==> src/rtl/w_io_pkg.sv <==
// Shared constants for the west-edge IO tile: per-channel config bit layout
// and the output-enable turnaround state encoding.
package w_io_pkg;

    localparam int unsigned CFG_W    = 4;
    localparam int unsigned CFG_IREG = 0;
    localparam int unsigned CFG_OREG = 1;
    localparam int unsigned CFG_SYNC = 2;
    localparam int unsigned CFG_TINV = 3;

    typedef enum logic [1:0] {
        HIZ   = 2'd0,
        TURN  = 2'd1,
        DRIVE = 2'd2
    } turn_state_t;

endpackage

==> src/rtl/w_io_chan.sv <==
// One pad channel: input synchroniser and register, optional output register,
// and the HIZ->TURN->DRIVE turnaround FSM that gates the pad output enable.
module w_io_chan
    import w_io_pkg::*;
#(
    parameter int unsigned TURN_CYCLES = 2
) (
    input  logic             i_clk,
    input  logic             i_rst,
    input  logic [CFG_W-1:0] i_cfg,
    input  logic             i_pad_o,
    output logic             o_pad_i,
    output logic             o_pad_t,
    output logic             o_fab_o,
    input  logic             i_fab_i,
    input  logic             i_fab_t,
    output logic             o_turn_busy
);

    localparam int unsigned CW = (TURN_CYCLES > 0) ? $clog2(TURN_CYCLES + 1) : 1;
    localparam logic [CW-1:0] CNT_INIT = CW'((TURN_CYCLES > 0) ? TURN_CYCLES - 1 : 0);

    logic          r_sync1;
    logic          r_sync2;
    logic          r_ireg;
    logic          r_oi;
    logic          r_ot;
    turn_state_t   r_state;
    logic [CW-1:0] r_cnt;

    logic w_sync_out;
    logic w_treq_raw;
    logic w_treq;

    assign w_sync_out = i_cfg[CFG_SYNC] ? r_sync2 : i_pad_o;
    assign o_fab_o    = i_cfg[CFG_IREG] ? r_ireg  : w_sync_out;

    assign w_treq_raw = i_fab_t ^ i_cfg[CFG_TINV];
    assign w_treq     = i_cfg[CFG_OREG] ? r_ot : w_treq_raw;
    assign o_pad_i    = i_cfg[CFG_OREG] ? r_oi : i_fab_i;

    assign o_pad_t     = (r_state != DRIVE);
    assign o_turn_busy = (r_state == TURN);

    // Data flops run regardless of config so a config change never flushes them.
    always_ff @(posedge i_clk) begin
        if (i_rst) begin
            r_sync1 <= 1'b0;
            r_sync2 <= 1'b0;
            r_ireg  <= 1'b0;
            r_oi    <= 1'b0;
            r_ot    <= 1'b0;
        end else begin
            r_sync1 <= i_pad_o;
            r_sync2 <= r_sync1;
            r_ireg  <= w_sync_out;
            r_oi    <= i_fab_i;
            r_ot    <= w_treq_raw;
        end
    end

    always_ff @(posedge i_clk) begin
        if (i_rst) begin
            r_state <= HIZ;
            r_cnt   <= '0;
        end else begin
            case (r_state)
                HIZ: begin
                    if (!w_treq) begin
                        if (TURN_CYCLES == 0) begin
                            r_state <= DRIVE;
                        end else begin
                            r_state <= TURN;
                            r_cnt   <= CNT_INIT;
                        end
                    end
                end
                TURN: begin
                    if (w_treq) begin
                        r_state <= HIZ;
                        r_cnt   <= '0;
                    end else if (r_cnt == '0) begin
                        r_state <= DRIVE;
                    end else begin
                        r_cnt <= r_cnt - 1'b1;
                    end
                end
                DRIVE: begin
                    if (w_treq) begin
                        r_state <= HIZ;
                    end
                end
                default: begin
                    r_state <= HIZ;
                    r_cnt   <= '0;
                end
            endcase
        end
    end

endmodule

==> src/rtl/w_io_n_chan.sv <==
// Parametrised west-edge IO tile: NUM_CH independent pad channels plus
// combinational passthroughs of clock, config and frame signals.
module w_io_n_chan
    import w_io_pkg::*;
#(
    parameter int unsigned NUM_CH          = 2,
    parameter int unsigned TURN_CYCLES     = 2,
    parameter int unsigned FrameBitsPerRow = 32,
    parameter int unsigned MaxFramesPerCol = 20
) (
    input  logic                        UserCLK,
    input  logic                        UserRST,
    output logic                        UserCLKo,
    input  logic [NUM_CH*CFG_W-1:0]     ConfigBits,
    output logic [NUM_CH*CFG_W-1:0]     Config_C,
    input  logic [NUM_CH-1:0]           PAD_O,
    output logic [NUM_CH-1:0]           PAD_I,
    output logic [NUM_CH-1:0]           PAD_T,
    output logic [NUM_CH-1:0]           FAB_O,
    input  logic [NUM_CH-1:0]           FAB_I,
    input  logic [NUM_CH-1:0]           FAB_T,
    output logic [NUM_CH-1:0]           TURN_BUSY,
    input  logic [FrameBitsPerRow-1:0]  FrameData,
    output logic [FrameBitsPerRow-1:0]  FrameData_O,
    input  logic [MaxFramesPerCol-1:0]  FrameStrobe,
    output logic [MaxFramesPerCol-1:0]  FrameStrobe_O
);

    assign UserCLKo      = UserCLK;
    assign Config_C      = ConfigBits;
    assign FrameData_O   = FrameData;
    assign FrameStrobe_O = FrameStrobe;

    for (genvar c = 0; c < NUM_CH; c++) begin : g_ch
        w_io_chan #(
            .TURN_CYCLES(TURN_CYCLES)
        ) u_chan (
            .i_clk       (UserCLK),
            .i_rst       (UserRST),
            .i_cfg       (ConfigBits[c*CFG_W +: CFG_W]),
            .i_pad_o     (PAD_O[c]),
            .o_pad_i     (PAD_I[c]),
            .o_pad_t     (PAD_T[c]),
            .o_fab_o     (FAB_O[c]),
            .i_fab_i     (FAB_I[c]),
            .i_fab_t     (FAB_T[c]),
            .o_turn_busy (TURN_BUSY[c])
        );
    end

endmodule

==> config.mk <==
export PLATFORM = sky130hd
export DESIGN_NAME = w_io_n_chan
export DESIGN_NICKNAME = d
export VERILOG_FILES = /design/src/rtl/w_io_pkg.sv /design/src/rtl/w_io_chan.sv /design/src/rtl/w_io_n_chan.sv
export SDC_FILE = /design/constraint.sdc
export NUM_CORES = 1
export LEC_CHECK = 0
export CAP_MARGIN = 0
export CORE_ASPECT_RATIO = 1.75
export CORE_MARGIN = 2
export CORE_UTILIZATION = 30
export CTS_CLUSTER_SIZE = 8
export DETAILED_ROUTE_END_ITERATION = 12
export GPL_ROUTABILITY_DRIVEN = 0
export PLACE_DENSITY = 0.78
export SLEW_MARGIN = 20
export SYNTH_ARGS = -nofsm -noshare
export SYNTH_HDL_FRONTEND = slang
export SYNTH_SLANG_ARGS = --single-unit
==> constraint.sdc <==
create_clock -name UserCLK -period 1.72 [get_ports UserCLK]
set_input_delay 0.344 -clock UserCLK [delete_from_list [all_inputs] [get_ports UserCLK]]
set_output_delay 0.344 -clock UserCLK [all_outputs]
set_load 0.005 [all_outputs]
==> impl_metrics.yaml, run 1 <==
status:
  outcome: "completed"
floorplanning:
  die_w_um: 55.0
  die_height_um: 93.2
  core-area_mm2: 0.00440
  io_pins: 137
  initial_utilization: 0.310
  die_area_mm2: 0.00513
  row_count: 32
setup_path:
  crit_top_cell: "clkbuf_8"
  crit_type: "clock port to primary output"
  critPathSlowestCell: "dlygate4sd2_1"
  worstPathArrival_ps: 1340
  crit_fanout: 2
  cpPeakStageDelay_ps: 260
  startpoint: "UserCLK"
  crit_required_ps: 1380
  ff2ff_path_depth: 5
  r2r-end: "g_ch[1].u_chan.r_cnt[1]"
  rr_startpoint: "g_ch[1].u_chan.r_cnt[0]"
  critical_path.cell_chain: "clkbuf_8 > clkbuf_8 > dlygate4sd2_1"
  r2r_slack_ps: 290
  cp-start-kind: "clock port"
  worstSetupEndpointType: "primary output"
synth:
  yosysWarningCount: 0
  synth.area.top_cells: "buf_4 (38%), dfxtp_1 (26%), nor2b_1 (5.0%), mux2_2 (4.9%), ha_1 (1.8%)"
  synth-seq-cells: 18
  ys_types: 35
  synth_nets: 227
  yosysTopAreaCell: "buf_4"
  synth_cells: 157
  syn-cell-area_mm2: 0.00137
  synth_area_per_cell_um2: 8.69
  synth_top_cell_area_share: 0.385
  yosysSeqAreaShare: 0.264
sta:
  skew_ps: 1.04
  finalCritPeriodShare: 0.980
  fmax_mhz: 599
  tightest_slew_ps: 299
  rsz0062_at_grt: "no"
  setup_ws_ps: 34.7
  slew_violations: 0
  finalHoldViolCount: 0
  period_needed_ps: 1690
  fin_setup_tns_ps: 0
  hold_ws_ps: 247
  relSlewSlack: 0.795
  setup_viol: 0
place:
  dp_slack_ps: -506
  place_inst: 175
  dp_hpwl_mm: 1.75
  io_buffer_count: 32
cells_and_area:
  nets: 204
  drive_gt1_frac: 0.256
  diodes: 0
  layout_common_cells: "dfxtp_1 (14), clkdlybuf4s50_1 (14), dlygate4sd2_1 (11)"
  area_delta_synth_final_pct: 2.66
  final_cells: 184
route:
  avgViaCountPerCell: 4.67
  routed_wl_mm: 2.42
  drtAntennaViolNets: 0
  drc: 0
  dr_total_vias: 859
  drtIter0Drc: 11
  first_pass_iters: 2
  wl_per_cell_um: 13.1
pwr:
  powerDensity_mw_per_mm2: 930
  p_total_mw: 1.30
  power.leakage_nw: 0.614
  peakVddDrop_v: 0.000390
clock_tree:
  cts_tree: "built"
  clock_latency_ps: 350
  cts.clk_slew.worst_paths_ps: 70
global_routing:
  grt_overflow: 0
  grt_usage: 0.0966
  antenna_found_initial: 0
  grt_pass1_wl_mm: 3.49
  grt_max_degree: 14
  grt_pass1_vias: 838
job:
  cap_violations: 0
hold_path:
  hold-path-endpoint: "g_ch[0].u_chan.r_sync1"
  holdCritStartpoint: "PAD_O[0]"
  worstHoldPathType: "input port to flop"
  hold_depth: 2
[what timing repair did]
item / CTS / global route
pin swaps: 0 / 0
resized for setup: 29 / 6
hold buffers: 0 / 0
buffers inserted: 2 / 0
setup endpoints to repair: 12 / 5
[flip-flops by register name, indices dropped and copies added, names as in the netlist]
| register | cells |
|---|---|
| g_ch.u_chan.r_ot | 2 |
| g_ch.u_chan.r_ireg | 2 |
| g_ch.u_chan.r_cnt | 4 |
| g_ch.u_chan.r_sync1 | 2 |
| g_ch.u_chan.r_sync2 | 2 |
| g_ch.u_chan.r_state | 4 |
| g_ch.u_chan.r_oi | 2 |
[where the power goes]
group / total [mW] / switching [mW] / internal (mW)
combinational: 0.274 / 0.112 / 0.162
sequential: 0.474 / 0.0235 / 0.451
clock: 0.554 / 0.181 / 0.373
[worst max-delay path by stage]
stage               end  slack, ps  cells past startpoint
2_1_floorplan  FAB_O[0]        340                      3
6_report       UserCLKo         30                      3
3_3_place_gp   FAB_O[0]       -480                      4
3_5_place_dp   FAB_O[0]       -510                      4
5_1_grt        UserCLKo         20                      3
4_1_cts        FAB_O[0]       -130                      4
[area by class of cell]
class / count / area [um2]
repair buffers: 40 / 368
clock buffers: 8 / 105
multi-input cells: 62 / 475
fillers: 460 / 3000
well taps: 51 / 63.8
flip-flops and latches: 18 / 370
inverters: 5 / 18.8
[critical path: cells and delay by family]
family	cells	cell delay, ps
buffers and inverters	3	490
[cell families (layout without fill, tap and decap cells)]
logic type      Yosys count  count (layout)  synth area share
mux                       7               7            0.0568
flops                    18              18             0.264
compound gates           17              17            0.0907
fa+ha+maj                 2               2            0.0183
xor+xnor                  3               3            0.0248
simple gates             33              33             0.141
buf+inv                  77              53             0.404
[stage by stage]
step                utilization  instance area (um2)
floorplan                     -                 1370
global placement          0.288                 1270
detailed placement        0.288                 1270
CTS                       0.316                 1390
global route              0.318                 1400
finish                    0.318                 1400
[synth_stat cells]
| master | n |
|---|---|
| o21ai_0 | 1 |
| xnor2_1 | 1 |
| and2_2 | 1 |
| nor2_1 | 6 |
| nor2b_1 | 11 |
| nand2_1 | 2 |
| buf_4 | 70 |
| and3_1 | 1 |
| or3b_1 | 1 |
| a21boi_0 | 1 |
| a22o_1 | 1 |
| a31oi_1 | 3 |
| ha_1 | 2 |
| nand4_1 | 1 |
| xor2_1 | 1 |
| dfxtp_1 | 18 |
| a2111oi_0 | 1 |
| xnor2_2 | 1 |
| nor2_2 | 1 |
| nor3b_1 | 2 |
| mux2i_1 | 1 |
| inv_1 | 5 |
| o22ai_1 | 1 |
| nor3_1 | 1 |
| o32ai_1 | 1 |
| a211oi_1 | 3 |
| a2bb2oi_2 | 1 |
| nand3b_1 | 1 |
| a21oi_1 | 3 |
| nand2b_1 | 4 |
| a21boi_1 | 1 |
| mux2_2 | 6 |
| or3_1 | 1 |
| clkbuf_1 | 1 |
| buf_1 | 1 |
[routing by layer]
layer  GRT usage  vias to the layer above  part of all wire
met5           0                        -                 0
met4       0.112                        0             0.062
met3      0.0351                       25              0.12
met2       0.159                       46              0.51
met1      0.0730                      392              0.32
li1            -                      396                 -
No activity file was read; power rests on OpenSTA's default activity.
==> inputs of run 2 (changes only) <==
ABC_AREA = 1   (was not set)
CORE_UTILIZATION = 29   (was 30)
PLACE_DENSITY = 0.76   (was 0.78)
==> impl_metrics.yaml, run 2 <==
sta:
  hold_ws_ps: 339
  tightest_slew_ps: 335
  finalCritPeriodShare: 0.986
  fin_setup_tns_ps: 0
  rsz0062_at_grt: "no"
  period_needed_ps: 1700
  finalHoldViolCount: 0
  fmax_mhz: 590
  skew_ps: 2.34
  slew_violations: 0
  setup_viol: 0
  relSlewSlack: 0.771
clock_tree:
  clock_latency_ps: 350
  cts.clk_slew.worst_paths_ps: 60
  cts_tree: "built"
global_routing:
  antenna_found_initial: 0
  grt_pass1_wl_mm: 3.93
  grt_usage: 0.102
  grt_max_degree: 11
  grt_overflow: 0
  grt_pass1_vias: 976
setup_path:
  crit_fanout: 3
  cp-start-kind: "input port"
  critPathSlowestCell: "clkdlybuf4s50_1"
  critical_path.cell_chain: "clkdlybuf4s50_1 > clkdlybuf4s50_1"
  critPathBufInv: 2
  path_delay_family: "buffers and inverters"
  ff2ff_path_depth: 8
  worstPathArrival_ps: 1350
  crit_top_cell: "clkdlybuf4s50_1"
  worstSetupEndpointType: "primary output"
  path_depth: 2
  cpPeakStageDelay_ps: 510
  crit_type: "input port to primary output"
  crit_required_ps: 1380
cells_and_area:
  layout_common_cells: "nand2_1 (31), nor2_1 (21), inv_1 (19)"
  largest_registers: "g_ch.u_chan.r_cnt x4, g_ch.u_chan.r_state x4"
  area_delta_synth_final_pct: 3.68
  nets: 246
  final_cells: 227
  diodes: 0
  fin_area_mm2: 0.00141
  fillCellCount: 500
  final_common_cell: "nand2_1"
  drive_gt1_frac: 0.200
hold_path:
  hold_depth: 3
  worstHoldPathType: "input port to flop"
route:
  routed_wl_mm: 2.52
  dr_total_vias: 967
  wl_per_cell_um: 11.1
  drc: 0
  avgViaCountPerCell: 4.26
  drtIter0Drc: 29
  first_pass_iters: 4
  drtAntennaViolNets: 0
synth:
  synth_area_per_cell_um2: 6.97
  synth_cells: 195
  yosysWarningCount: 0
  synth.area.top_cells: "buf_4 (38%), dfxtp_1 (26%), nand2_1 (8.8%), nor2_1 (6.3%), inv_1 (5.5%)"
  async_flop_share: 0
  syn-cell-area_mm2: 0.00136
  synth_nets: 265
  synth_edf_count: 0
  synth-main-ff-cell: "dfxtp_1"
  ys_top_cells_by_count: "buf_4 (69), nand2_1 (32), nor2_1 (23)"
  yosysTopAreaCell: "buf_4"
  synth_top_cell_area_share: 0.381
  synth-seq-cells: 18
  ys_types: 20
  yosys.cell_count.top_type: "buf_4"
  yosysSeqAreaShare: 0.265
floorplanning:
  io_pins: 137
  die_area_mm2: 0.00527
  initial_utilization: 0.297
  die_height_um: 94.6
  core-area_mm2: 0.00458
  row_count: 33
  die_w_um: 55.8
pwr:
  peakVddDrop_v: 0.000369
  p_total_mw: 1.32
  powerDensity_mw_per_mm2: 940
  power.leakage_nw: 0.702
status:
  outcome: "completed"
place:
  dp_hpwl_mm: 1.97
  place_inst: 219
  dpl_cell_area_mm2: 0.00130
  io_buffer_count: 32
job:
  cap_violations: 0
==> run 2: cell families after synthesis <==
kind of cell    after synthesis  synth area share
flops                        18             0.265
buf+inv                      93             0.447
fa+ha+maj                     2            0.0184
compound gates               11            0.0451
simple gates                 71             0.224
==> run 2: path summary, 6_finish.rpt <==
| kind | to | from | slack, ps |
|---|---|---|---|
| worst max-delay path | Config_C[4] | ConfigBits[4] | 20 |
| worst min-delay path | g_ch[1].u_chan.r_ot | ConfigBits[7] | 340 |
| worst max register to register | g_ch[0].u_chan.r_cnt[1] | g_ch[0].u_chan.r_cnt[0] | 490 |
| worst min register to register | g_ch[0].u_chan.r_sync2 | g_ch[0].u_chan.r_sync1 | 410 |
==> run 2: per-layer routing <==
metal | track usage | share of wire | vias up
met1 | 0.0724 | 0.31 | 411
met2 | 0.169 | 0.48 | 38
met3 | 0.0288 | 0.093 | 37
met4 | 0.165 | 0.12 | 0
met5 | 0 | 0 | -
li1 | - | - | 481
==> run 2: stage by stage <==
step | util | worst slack (ps)
3_5_place_dp | 0.283 | -285
4_1_cts | 0.305 | 0.475
2_1_floorplan | - | 405
5_1_grt | 0.308 | 7.52
3_3_place_gp | 0.283 | -253
6_report | 0.308 | 24.7
==> run 2: report_power, final <==
group / leakage [nW] / switching [mW] / total [mW] / internal, mW
Sequential: 0.150 / 0.0207 / 0.478 / 0.458
Combinational: 0.496 / 0.149 / 0.301 / 0.152
Clock: 0.0556 / 0.173 / 0.546 / 0.373
Total: 0.702 / 0.343 / 1.32 / 0.982
==> run 2: layout make-up <==
type / count / area, um2 / area share
Timing Repair Buffer: 42 / 387 / 0.274
Sequential cell: 18 / 364 / 0.258
Multi-Input combinational cell: 84 / 403 / 0.286
Clock buffer: 8 / 105 / 0.0745
Tap cell: 52 / 65.1 / 0.0461
Inverter: 23 / 86.3 / 0.0612
==> run 2: repair_timing <==
action / CTS / global route
resized for setup: 19 / 10
pin swaps: 0 / 0
endpoints found under the setup margin: 12 / 6
gates cloned: 0 / 0
hold buffers: 0 / 0
setup buffers: 1 / 0
